`src/rtl/amoled_pkg.sv`:
```
// Shared definitions for the AMOLED row sequencer: sequencing phases and
// nominal phase durations in clock cycles.
package amoled_pkg;

    typedef enum logic [1:0] {
        IDLE = 2'd0,
        INIT = 2'd1,
        PROG = 2'd2,
        GAP  = 2'd3
    } state_e;

    localparam int unsigned T_INIT = 2000;
    localparam int unsigned T_PROG = 3000;
    localparam int unsigned T_GAP  = 5000;

endpackage

```
`src/rtl/amoled_phase_timer.sv`:
```
// Loadable down-counter that times one sequencing phase; done_c is high
// during the last cycle of the loaded duration.
module amoled_phase_timer #(
    parameter int unsigned CW = 17
) (
    input  logic          clk,
    input  logic          reset,
    input  logic          load,
    input  logic [CW-1:0] load_val,
    output logic          done_c
);

    logic [CW-1:0] cnt;

    always_ff @(posedge clk or posedge reset) begin
        if (reset) begin
            cnt <= '0;
        end else if (load) begin
            cnt <= load_val;
        end else if (cnt != '0) begin
            cnt <= cnt - CW'(1);
        end
    end

    assign done_c = (cnt == CW'(1));

endmodule

```
`src/rtl/amoled_row_sequencer.sv`:
```
// Sequences INIT/PROG/GAP phases row by row across an AMOLED panel and keeps
// per-row emission enables so programmed rows continue to emit between frames.
module amoled_row_sequencer
    import amoled_pkg::*;
#(
    parameter int unsigned ROWS = 8,
    parameter int unsigned CW   = 17
) (
    input  logic                     clk,
    input  logic                     reset,
    input  logic                     start,
    input  logic                     cont,
    input  logic                     stop,
    input  logic                     blank,
    input  logic [CW-1:0]            t_init,
    input  logic [CW-1:0]            t_prog,
    input  logic [CW-1:0]            t_gap,
    output logic [ROWS-1:0]          vinit,
    output logic [ROWS-1:0]          vcomp,
    output logic [ROWS-1:0]          vscan,
    output logic [ROWS-1:0]          vem,
    output logic [$clog2(ROWS)-1:0]  row_idx,
    output logic                     busy,
    output logic                     frame_done
);

    localparam int unsigned RW = $clog2(ROWS);

    state_e          state, state_nx;
    logic [RW-1:0]   row_nx;
    logic [ROWS-1:0] em_en, em_nx;
    logic            stop_pend, pend_nx;
    logic [CW-1:0]   sh_init, sh_prog, sh_gap;
    logic            sh_cont;
    logic            load_c;
    logic [CW-1:0]   load_val_c;
    logic            done_c;
    logic [ROWS-1:0] vinit_nx, vcomp_nx, vscan_nx, vem_nx;
    logic            fd_nx;

    // A zero duration still occupies one cycle.
    function automatic logic [CW-1:0] sat_dur(input logic [CW-1:0] t);
        return (t == '0) ? CW'(1) : t;
    endfunction

    amoled_phase_timer #(.CW(CW)) u_timer (
        .clk      (clk),
        .reset    (reset),
        .load     (load_c),
        .load_val (load_val_c),
        .done_c   (done_c)
    );

    // Next-state, timer control and next values of all registered outputs.
    always_comb begin
        state_nx   = state;
        row_nx     = row_idx;
        em_nx      = em_en;
        pend_nx    = stop_pend;
        load_c     = 1'b0;
        load_val_c = sh_init;
        fd_nx      = 1'b0;
        vinit_nx   = '0;
        vcomp_nx   = '0;
        vscan_nx   = '0;

        if (state != IDLE && stop) begin
            pend_nx = 1'b1;
        end

        case (state)
            IDLE: begin
                pend_nx = 1'b0;
                if (start) begin
                    state_nx   = INIT;
                    row_nx     = '0;
                    load_c     = 1'b1;
                    load_val_c = sat_dur(t_init);
                    em_nx[0]   = 1'b0;
                end
            end
            INIT: begin
                if (done_c) begin
                    state_nx   = PROG;
                    load_c     = 1'b1;
                    load_val_c = sh_prog;
                end
            end
            PROG: begin
                if (done_c) begin
                    state_nx       = GAP;
                    load_c         = 1'b1;
                    load_val_c     = sh_gap;
                    em_nx[row_idx] = 1'b1;
                end
            end
            GAP: begin
                if (done_c) begin
                    load_val_c = sh_init;
                    if (row_idx == RW'(ROWS - 1)) begin
                        fd_nx   = 1'b1;
                        row_nx  = '0;
                        pend_nx = 1'b0;
                        if (sh_cont && !(stop_pend || stop)) begin
                            state_nx = INIT;
                            load_c   = 1'b1;
                            em_nx[0] = 1'b0;
                        end else begin
                            state_nx = IDLE;
                        end
                    end else begin
                        row_nx        = row_idx + RW'(1);
                        state_nx      = INIT;
                        load_c        = 1'b1;
                        em_nx[row_nx] = 1'b0;
                    end
                end
            end
        endcase

        if (state_nx == INIT) begin
            vinit_nx[row_nx] = 1'b1;
            vcomp_nx[row_nx] = 1'b1;
        end else if (state_nx == PROG) begin
            vscan_nx[row_nx] = 1'b1;
            vcomp_nx[row_nx] = 1'b1;
        end
        vem_nx = em_nx & ~{ROWS{blank}};
    end

    // State, control and output registers.
    always_ff @(posedge clk or posedge reset) begin
        if (reset) begin
            state      <= IDLE;
            row_idx    <= '0;
            em_en      <= '0;
            stop_pend  <= 1'b0;
            sh_init    <= '0;
            sh_prog    <= '0;
            sh_gap     <= '0;
            sh_cont    <= 1'b0;
            vinit      <= '0;
            vcomp      <= '0;
            vscan      <= '0;
            vem        <= '0;
            busy       <= 1'b0;
            frame_done <= 1'b0;
        end else begin
            state      <= state_nx;
            row_idx    <= row_nx;
            em_en      <= em_nx;
            stop_pend  <= pend_nx;
            vinit      <= vinit_nx;
            vcomp      <= vcomp_nx;
            vscan      <= vscan_nx;
            vem        <= vem_nx;
            busy       <= (state_nx != IDLE);
            frame_done <= fd_nx;
            if (state == IDLE && start) begin
                sh_init <= sat_dur(t_init);
                sh_prog <= sat_dur(t_prog);
                sh_gap  <= sat_dur(t_gap);
                sh_cont <= cont;
            end
        end
    end

endmodule

```
`config.mk`:
```
export PLATFORM = sky130hd
export DESIGN_NAME = amoled_row_sequencer
export DESIGN_NICKNAME = d
export VERILOG_FILES = /design/src/rtl/amoled_pkg.sv /design/src/rtl/amoled_phase_timer.sv /design/src/rtl/amoled_row_sequencer.sv
export SDC_FILE = /design/constraint.sdc
export NUM_CORES = 1
export LEC_CHECK = 0
export ABC_AREA = 1
export BUFFER_PORTS_ARGS = -buffer_cell sky130_fd_sc_hd__buf_2
export CAP_MARGIN = 5
export CORE_UTILIZATION = 26
export CTS_CLUSTER_DIAMETER = 80
export DETAILED_ROUTE_END_ITERATION = 12
export PLACE_DENSITY = 0.42
export SLEW_MARGIN = 5
export SYNTH_ARGS = -nofsm -noshare
export SYNTH_HDL_FRONTEND = slang
export SYNTH_SLANG_ARGS = --single-unit
```
`constraint.sdc`:
```
create_clock -name clk -period 3.3 [get_ports clk]
set_input_delay 0.33 -clock clk [delete_from_list [all_inputs] [get_ports clk]]
set_output_delay 0.33 -clock clk [all_outputs]
set_load 0.005 [all_outputs]
```
==> metrics.txt, run 1 <==
post-CTS resize count 0; Mapped Area 0.00621 mm²; VDD IR max 0.000236 V; # IOs 94; min-delay worst type input pin to async pin; total area of sequential cells between 0.002 and 0.003 mm²; Crit Path Max Fanout 23; Pre-antenna DRT Iters 4; Final Max Tran Viols 0; Die ar. about 0.025 mm²; largest net degree at the start of global routing 67; sequential share of power between 40% and 50%; Mapped Cells 835; Final Wtd Congestion around 0.81; Core ar. 0.0235 mm²; TritonCTS clock tree yes; clk sinks between 100 and 150; placed inst area roughly 0.0070 mm²; reg2reg path depth 8; DR vias 5543; Worst-path clk slew around 0.060 ns; run status complete, no violations; Clk pwr share between 50% and 60%; Psw 0.000790 W; total track usage between 10% and 20%; DIE HEIGHT 157 µm; Max Cap Viol 0; initial antenna violation count 0; Filler cells between 2k and 3k; final period utilization approximately 80%; H-tree Lvls 4; CTS Buffer Depth 2; Post-synth top flop dfrtp_1; Mapped Avg Cell Area about 7.4 µm²; Synth top area share between 40% and 50%; Post-CTS Hold Buffers 0; I/O Buffers between 90 and 100; Skew-Pair Late Insertion Delay around 0.42 ns; ant diodes 0; critical path arrival roughly 3 ns; Synth area leader dfrtp_1; total wire length about 18000 µm; row cnt 56; DP HPWL 13300 µm; total CTS buffers 17; P_leak a little over 4 nW; Final nets just under 1k; syn_nets around 900; Slew @ Worst Pin approximately 0.88 ns; Initial Utilization about a quarter; number of DRC markers in iteration 0 300; DR DRC count 0; final instance area roughly 0.0076 mm²; nature of the critical path endpoint flip-flop; Comb pwr share 2.8%; Unique masters post-synth 42; Setup Skew roughly 0.013 ns; routed len/inst between 10 and 15 µm; share of cells above drive strength 1 a little under a fifth; Post-synth EDFFs 0; Worst Path Class, Setup flip-flop to flip-flop; top-count cell post-synth nand2_1; pwr dens approximately 440 mW/mm²; Setup TNS 0 ns; chip width 157 µm; final setup fails 0; Seq/Total Area, Yosys between 40 and 50%; vias per cell between 4 and 5; sw frac 24.0%; WP data required roughly 3.6 ns; GR Overflow Total 0; vias in the first global route between 5k and 6k; #FFs+latches synth 117; Cell Int Power 0.00250 W; Area Overhead vs Synth 21.8%; first-pass GRT wire length 31000 µm; Post-CTS Setup Repair Bufs 0; endpoints failing hold 0; max_slew headroom about two fifths; Final min period roughly 2.7 ns; Max Clock Freq approximately 380 MHz; area of the multi-input gates 0.00284 mm²; ys async rst share 100%; Synth Warn # 0; clock root cell clkbuf_16; commonest cells in the netlist nand2_1 (344), dfrtp_1 (117), nand3_1 (78), inv_1 (66), nor2_1 (60); crit start category flip-flop; RSZ-0062 raised after global routing false; Routed Antenna Nets 0; synth top area cells dfrtp_1 (47%), nand2_1 (21%), nand3_1 (6.3%)
layout make-up:
cell class / instances / share of cell area [%]
Inverter: 72 / 3.62
Multi-Input combinational cell: 612 / 37.6
Sequential cell: 117 / 38.7
Tap cell: 319 / 5.28
Timing Repair Buffer: 104 / 7.41
Clock buffer: 17 / 5.62
Clock inverter: 15 / 1.77
routing by layer:
layer | vias to the layer above | wire [µm] | GRT usage [%]
li1 | 2835 | - | -
met1 | 2614 | 9850 | 25.0
met2 | 83 | 7870 | 23.4
met3 | 11 | 551 | 2.41
met4 | 0 | 195 | 5.70
met5 | - | 0 | 0
logic make-up after synthesis:
| kind of cell | share of synthesized area, % |
|---|---|
| compound gates | 7.01 |
| xor+xnor | 0.282 |
| fa+ha+maj | 1.81 |
| buf+inv | 7.13 |
| flops | 47.1 |
| simple gates | 36.6 |
power groups by stage:
stage	Sequential [W]	Combinational, W	Clock, W
floorplan	0.00146	0.0000319	0
global placement	0.00146	0.0000978	0
detailed placement	0.00146	0.0000976	0
CTS	0.00144	0.0000982	0.00181
global route	0.00144	0.000107	0.00188
finish	0.00144	0.0000935	0.00176
path summary, 6_finish.rpt:
| path | startpoint | slack, ns | endpoint |
|---|---|---|---|
| worst max-delay path | state[0] | 0.65 | vinit[4] |
| worst min-delay path | reset | 0.02 | busy |
| worst max register to register | state[0] | 0.65 | vinit[4] |
| worst min register to register | sh_gap[4] | 0.48 | sh_gap[4] |
| max in group asynchronous | reset | 2.43 | em_en[6] |
| min in group clk | t_prog[15] | 0.13 | sh_prog[15] |
sequential cells by signal, summed over array words and instances (netlist names):
name	count
busy	1
u_timer.cnt	17
vscan	8
sh_cont	1
vcomp	8
stop_pend	1
sh_gap	17
sh_prog	17
state	2
vinit	8
row_idx	3
em_en	8
frame_done	1
sh_init	17
vem	8
through the flow:
step | power, W | utilization (%) | hold slack (ns) | setup WS [ns] | cells
6_report | 0.00329 | 32.2 | 0.0191 | 0.647 | 1256
5_1_grt | 0.00342 | 32.2 | 0.0663 | 0.390 | 1256
4_1_cts | 0.00334 | 32.2 | 0.0364 | 0.604 | 1256
3_5_place_dp | 0.00156 | 29.8 | 0.466 | 0.629 | 1224
3_3_place_gp | 0.00156 | 29.8 | 0.465 | 0.674 | 1224
2_1_floorplan | 0.00149 | - | 0.440 | 1.42 | 835
layout by cell type, fill, tap and decap left out, types with 6 or more instances in the layout:
cell	count
nand2_2	9
nor3_1	11
nor4_1	7
inv_1	65
o21ai_0	25
dfrtp_1	117
buf_2	93
ha_1	9
inv_2	6
nand2_1	343
clkinv_4	6
buf_4	10
a21oi_1	20
nand4_1	9
nor2_1	60
clkbuf_16	17
nand3_1	78
critical path, stage by stage, from the launching register on:
cell     delay (ns)
dfrtp_1        0.39
ha_1           0.75
inv_1          0.30
nor2_1         0.32
nand3_1        0.14
o21ai_2        0.33
inv_2          0.11
nand2_1        0.13
nor2_1         0.05
Power figures use the tool's default switching activity.
==> run 2, diff against run 1 <==
--- a/config.mk
+++ b/config.mk
@@ -5,13 +5,13 @@
 export SDC_FILE = /design/constraint.sdc
 export NUM_CORES = 1
 export LEC_CHECK = 0
-export ABC_AREA = 1
+export ABC_AREA = 0
 export BUFFER_PORTS_ARGS = -buffer_cell sky130_fd_sc_hd__buf_2
 export CAP_MARGIN = 5
 export CORE_UTILIZATION = 26
 export CTS_CLUSTER_DIAMETER = 80
 export DETAILED_ROUTE_END_ITERATION = 12
-export PLACE_DENSITY = 0.42
+export PLACE_DENSITY = 0.41
 export SLEW_MARGIN = 5
 export SYNTH_ARGS = -nofsm -noshare
 export SYNTH_HDL_FRONTEND = slang
==> constraint.sdc (replaced) <==
create_clock -name clk -period 2.67 [get_ports clk]
set_input_delay 0.267 -clock clk [delete_from_list [all_inputs] [get_ports clk]]
set_output_delay 0.267 -clock clk [all_outputs]
set_load 0.005 [all_outputs]
==> run 2 against run 1 <==
Via count is 1.9% lower. Highest routed layer unchanged. Utilization increased by 2.7 points. Setup slack worse by 0.53 ns. Clock power rose by 26%. Final area grew 1.9%. Largest power group unchanged. Cell count decreased by 15%. Clock skew down 0.0019 ns. Count of clock-buffer cells in the layout increased by 2. Global-route usage increased by 1.1 points. Die area shrank 4.3%. Sequential share of layout area is 0.72 points lower. Flip-flop and latch count is the same.
==> metrics.txt, run 2 <==
run status complete, no violations; ant diodes 0; Worst Path Class, Setup flip-flop to flip-flop; Routed Antenna Nets 0; ys async rst share between 90% and 100%; pwr dens 531 mW/mm²; VDD IR max 0.000338 V; crit-path cells inv_1 -> ha_1 -> or4b_4 -> buf_4 -> nor4_4 -> mux2_2 -> o22ai_2 -> buf_6 -> a211oi_1; clock root cell clkbuf_16; Crit Path Max Fanout 6; Setup TNS 0 ns; total area of sequential cells 0.00293 mm²; critical path arrival between 2 and 3 ns; Area Overhead vs Synth 29.8%; commonest non-fill, non-tap cell in the layout nand2_1; Post-synth EDFFs 0; Final min period around 2.5 ns; row cnt 54; Synth top area share between 40% and 50%; largest net degree at the start of global routing 92; total CTS buffers 17; area of the multi-input gates a little under 0.003 mm²; DP HPWL roughly 14000 µm; Max stage delay on crit path between 0.4 and 0.5 ns; Mapped Cells 644; Max Clock Freq 392 MHz; share of cells above drive strength 1 between 20% and 30%; syn_nets slightly above 700; number of DRC markers in iteration 0 ~410; Mapped Avg Cell Area between 9 and 10 µm²; max_slew headroom around 51%; #FFs+latches synth between 100 and 150; Unique masters post-synth 75; min-delay worst type input pin to flip-flop; total wire length roughly 20000 µm; first-pass GRT wire length approximately 32000 µm; WHS 0.0547 ns; TritonCTS clock tree yes; WP data required approximately 3.0 ns; Seq/Total Area, Yosys 49.3%; I/O Buffers 93; chip width ~150 µm; RSZ-0062 raised after global routing false; Post-synth top flop dfrtp_1; most frequent cells in the layout nand2_1 (166), dfrtp_1 (117), buf_2 (93); Worst-path clk slew ~0.06 ns; final setup fails 0; Mapped Area around 0.0059 mm²; reg2reg path depth 9; routed len/inst between 15 and 20 µm; Pre-antenna DRT Iters 5; vias per cell between 5 and 6; final period utilization 95.5%; clk sinks 117; commonest cells in the netlist nand2_1 (167), dfrtp_1 (117), nor2_1 (32), nor4_1 (28); DR vias ~5.4k; Die ar. approximately 0.023 mm²; final core occ a little over a third; Final nets ~840; Filler cells roughly 2.3k; Slew @ Worst Pin roughly 0.73 ns; Hold Path Depth 3; Final Power between 0.004 and 0.005 W; Crit-path slowest cell or4b_4; Synth area leader dfrtp_1; Max Cap Viol 0; P_leak between 3 and 4 nW; Setup Skew between 0.01 and 0.015 ns; total track usage around 18%; crit start category flip-flop; Final Max Tran Viols 0; endpoints failing hold 0; top-count cell post-synth nand2_1; Final Wtd Congestion between 0.8 and 0.9; Synth Warn # 0; # IOs 94; Core ar. between 0.02 and 0.025 mm²; Initial Utilization 26.9%; CTS Buffer Depth 2; initial antenna violation count 0; Skew-Pair Late Insertion Delay 0.42 ns; H-tree Lvls 4; nature of the critical path endpoint flip-flop; GR Overflow Total 0; DIE HEIGHT around 150 µm; vias in the first global route about 5.5k; synth top area cells dfrtp_1 (49%), nand2_1 (11%), nor4_1 (2.9%); DR DRC count 0
-- run 2: changes by cell type in the layout (fill, tap and decap cells not counted), moves of 8 or more --
cell      previous run  this run
a211oi_1             3        11
buf_4               10        48
nand2_1            343       166
nor2_1              60        32
nor3_1              11        24
inv_1               65        13
a22oi_1              0        12
nand2_2              9         1
nand3_1             78         3
nor4_1               7        27
-- run 2: repair_timing --
item | in CTS | in global routing
pin swaps | 0 | 2
hold buffers | 1 | 0
buffers inserted | 0 | 5
gates resized for setup | 1 | 14
endpoints found under the hold margin | 26 | 0
endpoints found under the setup margin | 1 | 24
-- run 2: path summary, 6_finish.rpt --
| kind | from | endpoint | slack (ns) |
|---|---|---|---|
| max reg2reg | u_timer.cnt[1] | vcomp[4] | 0.12 |
| min reg2reg | sh_prog[12] | sh_prog[12] | 0.47 |
| min in group asynchronous | reset | sh_init[2] | 0.54 |
| max in group asynchronous | reset | em_en[1] | 1.71 |
| max | u_timer.cnt[1] | vcomp[4] | 0.12 |
| min | t_prog[10] | sh_prog[10] | 0.05 |
-- run 2: through the flow --
stage / cells / cell area (µm²) / setup slack (ns)
after global placement: 1031 / 7020 / 0.000198
after detailed placement: 1031 / 7020 / 0.0275
after CTS: 1064 / 7600 / 0.0523
final: 1069 / 7710 / 0.120
after floorplan: 644 / 5940 / 0.287
after global routing: 1069 / 7710 / 0.00640
-- run 2: kinds of logic after synthesis --
family	Yosys count	synth area share, %
AOI/OAI and AO/OA	142	17.3
xor gates and xnor gates	2	0.295
adders and majority gates	9	1.90
buffers and inverters	49	3.37
DFF	117	49.3
muxes	13	2.34
and+or+nand+nor	312	25.5
-- run 2: area by class of cell --
type,instances,share of cell area [%]
Clock buffer,19,5.75
Clock inverter,13,1.62
Inverter,15,0.795
Multi-Input combinational cell,478,37.4
Sequential cell,117,38.0
Tap cell,280,4.54
Timing Repair Buffer,147,11.9
-- run 2: critical path, delay by kind of cell (launching register included) --
kind                     cells  cell delay, ns
AND/OR/NAND/NOR              2            0.85
adder cells (fa/ha/maj)      1            0.16
flip-flops                   1            0.40
multiplexers                 1            0.39
buffers and inverters        3            0.41
AO/OA/AOI/OAI                2            0.21
-- run 2: metal layers --
metal | GRT usage (%) | vias to the layer above | part of all wire [%]
met5 | 0 | - | 0
met3 | 2.89 | 17 | 4.5
met2 | 26.6 | 159 | 45
met4 | 5.63 | 0 | 1.1
met1 | 25.3 | 2642 | 49
li1 | - | 2618 | -
-- run 2: power by group --
part,switching (W),internal (W)
clock,0.000896,0.00131
combinational,0.0000728,0.0000395
sequential,0.000000134,0.00177
total,0.000969,0.00313
==> run 3, diff against run 2 <==
--- a/config.mk
+++ b/config.mk
@@ -8,10 +8,10 @@
 export ABC_AREA = 0
 export BUFFER_PORTS_ARGS = -buffer_cell sky130_fd_sc_hd__buf_2
 export CAP_MARGIN = 5
-export CORE_UTILIZATION = 26
+export CORE_UTILIZATION = 44
 export CTS_CLUSTER_DIAMETER = 80
 export DETAILED_ROUTE_END_ITERATION = 12
-export PLACE_DENSITY = 0.41
+export PLACE_DENSITY = 0.63
 export SLEW_MARGIN = 5
 export SYNTH_ARGS = -nofsm -noshare
 export SYNTH_HDL_FRONTEND = slang
==> run 3 against run 2 <==
Sequential power about the same. Power up 5.8%. Final area down 2.6%. Non-clock buffer count down 17. Setup slack worse by 0.034 ns. Count of clock-buffer cells in the layout up 1. Register-to-register slack worse by 0.03 ns.
==> metrics.txt, run 3 (synthesized netlist as in run 2, its figures left out) <==
run status complete, no violations; critical path arrival between 2 and 3 ns; Final nets between 800 and 900; routing usage on met2 40.7%; total wire length 17400 µm; Final Power approximately 0.0043 W; crit start category flip-flop; I/O Buffers 93; routed len/inst 18.4 µm; Final Max Tran Viols 0; Worst Path Class, Setup flip-flop to flip-flop; TritonCTS clock tree yes; ant diodes 0; H-tree Lvls 4; commonest non-fill, non-tap cell in the layout nand2_1; final setup fails 0; clock root cell clkbuf_16; total track usage 26.6%; sw frac between 20 and 25%; Top Usage Layer GRT met2; DP HPWL between 10000 and 15000 µm; Max stage delay on crit path 0.46 ns; Psw 0.000885 W; # IOs 94; Bufs and invs on worst path 2; Skew-Pair Late Insertion Delay ~0.42 ns; RR Startpoint u_timer.cnt[1]; share of cells above drive strength 1 around a quarter; clk sinks ~120; min-delay worst type input pin to flip-flop; first-pass GRT wire length 28700 µm; Max Cap Viol 0; crit-path cells inv_1 -> ha_1 -> nor4b_2 -> nand4_1 -> buf_4 -> a21o_1 -> a211oi_1 -> o211ai_1; P_leak 3.55 nW; GRT met1 Usage 37.2%; endpoints failing hold 0; vias per cell about 5.8; initial antenna violation count 0; Comb pwr share between 2 and 3%; DR vias 5541; nature of the critical path endpoint flip-flop; Routed Antenna Nets 0; Final Wtd Congestion 0.888; Crit-path slowest cell a211oi_1; max_slew headroom approximately 48%; Hold Path Origin t_gap[1]; Core ar. ~0.013 mm²; Crit Path Max Fanout 14; Worst-path clk slew 0.06 ns; number of DRC markers in iteration 0 500; Final min period between 2 and 3 ns; Setup Skew ~0.011 ns; GR Overflow Total 0; largest net degree at the start of global routing 45; CTS Buffer Depth 2; DR DRC count 0; delay-heaviest family, CP compound AO/OA/AOI/OAI gates; final period utilization a little over nine tenths; CP startpoint u_timer.cnt[1]; WHS 0.0568 ns; row cnt 42; chip width 118 µm; Pre-antenna DRT Iters 5; vias in the first global route around 5.5k; VDD IR max between 0.0003 and 0.0004 V; Initial Utilization a little under half; most frequent cells in the layout nand2_1 (166), dfrtp_1 (117), buf_2 (93); Die ar. approximately 0.014 mm²; WP data required just under 3 ns; Area Overhead vs Synth 26.4%; pwr dens roughly 580 mW/mm²; Cell Int Power 0.00345 W; DIE HEIGHT between 100 and 150 µm; Clk pwr share a little under three fifths; Max Clock Freq 387 MHz; total CTS buffers 17; grt met3 use approximately 6%; sequential share of power ~40%; Slew @ Worst Pin ~0.77 ns
-- run 3: worst register-to-register path: cells and delay by family (launching register included) --
kind / cells / cell delay [ns]
buffers and inverters: 2 / 0.40
and+or+nand+nor: 2 / 0.63
DFF: 1 / 0.41
adders and majority gates: 1 / 0.17
AOI/OAI and AO/OA: 3 / 0.83
-- run 3: power by group through the flow --
stage | sequential (W) | clock (W) | combinational, W
global placement | 0.00181 | 0 | 0.000108
CTS | 0.00178 | 0.00248 | 0.000112
floorplan | 0.00181 | 0 | 0.0000325
finish | 0.00178 | 0.00245 | 0.000109
detailed placement | 0.00181 | 0 | 0.000111
global route | 0.00177 | 0.00256 | 0.000124
-- run 3: what timing repair did --
| item | in CTS | in global routing |
|---|---|---|
| resized for setup | 3 | 5 |
| endpoints found under the setup margin | 6 | 23 |
| buffers inserted | 0 | 1 |
| hold buffers | 1 | 0 |
| pin swaps | 0 | 1 |
| endpoints found under the hold margin | 15 | 0 |
-- run 3: metal layers --
metal,routed length [µm],vias up
met4,183,0
li1,-,2577
met3,1190,18
met2,8140,207
met5,0,-
met1,7910,2739
-- run 3: final timing paths --
path | end | slack (ns) | cells after the start
setup / recovery | u_timer.cnt[12] | 0.09 | 8
hold / removal | sh_gap[1] | 0.06 | 3
setup reg to reg | u_timer.cnt[12] | 0.09 | 8
hold reg to reg | sh_gap[16] | 0.47 | 2
max in group asynchronous | sh_init[16] | 1.45 | 4
min in group asynchronous | u_timer.cnt[14] | 0.41 | 3
-- run 3: layout make-up --
type                            instances  area [µm²]
Sequential cell                       117        2930
Clock buffer                           20         467
Multi-Input combinational cell        478        2860
Clock inverter                         12         176
Tap cell                              176         220
Inverter                               15        61.3
Timing Repair Buffer                  130         796
Fill cell                            1168        5680
-- run 3: per-stage QoR --
step | TNS [ns] | cells | utilization [%] | instance area (µm²) | setup slack (ns)
after floorplan | 0 | 644 | - | 5940 | 0.287
after global placement | 0 | 914 | 51.6 | 6800 | 0.0309
after detailed placement | -0.103 | 914 | 51.6 | 6800 | -0.0618
after CTS | 0 | 947 | 56.7 | 7470 | 0.0387
after global routing | -0.237 | 948 | 56.9 | 7510 | -0.0474
final | 0 | 948 | 56.9 | 7510 | 0.0862
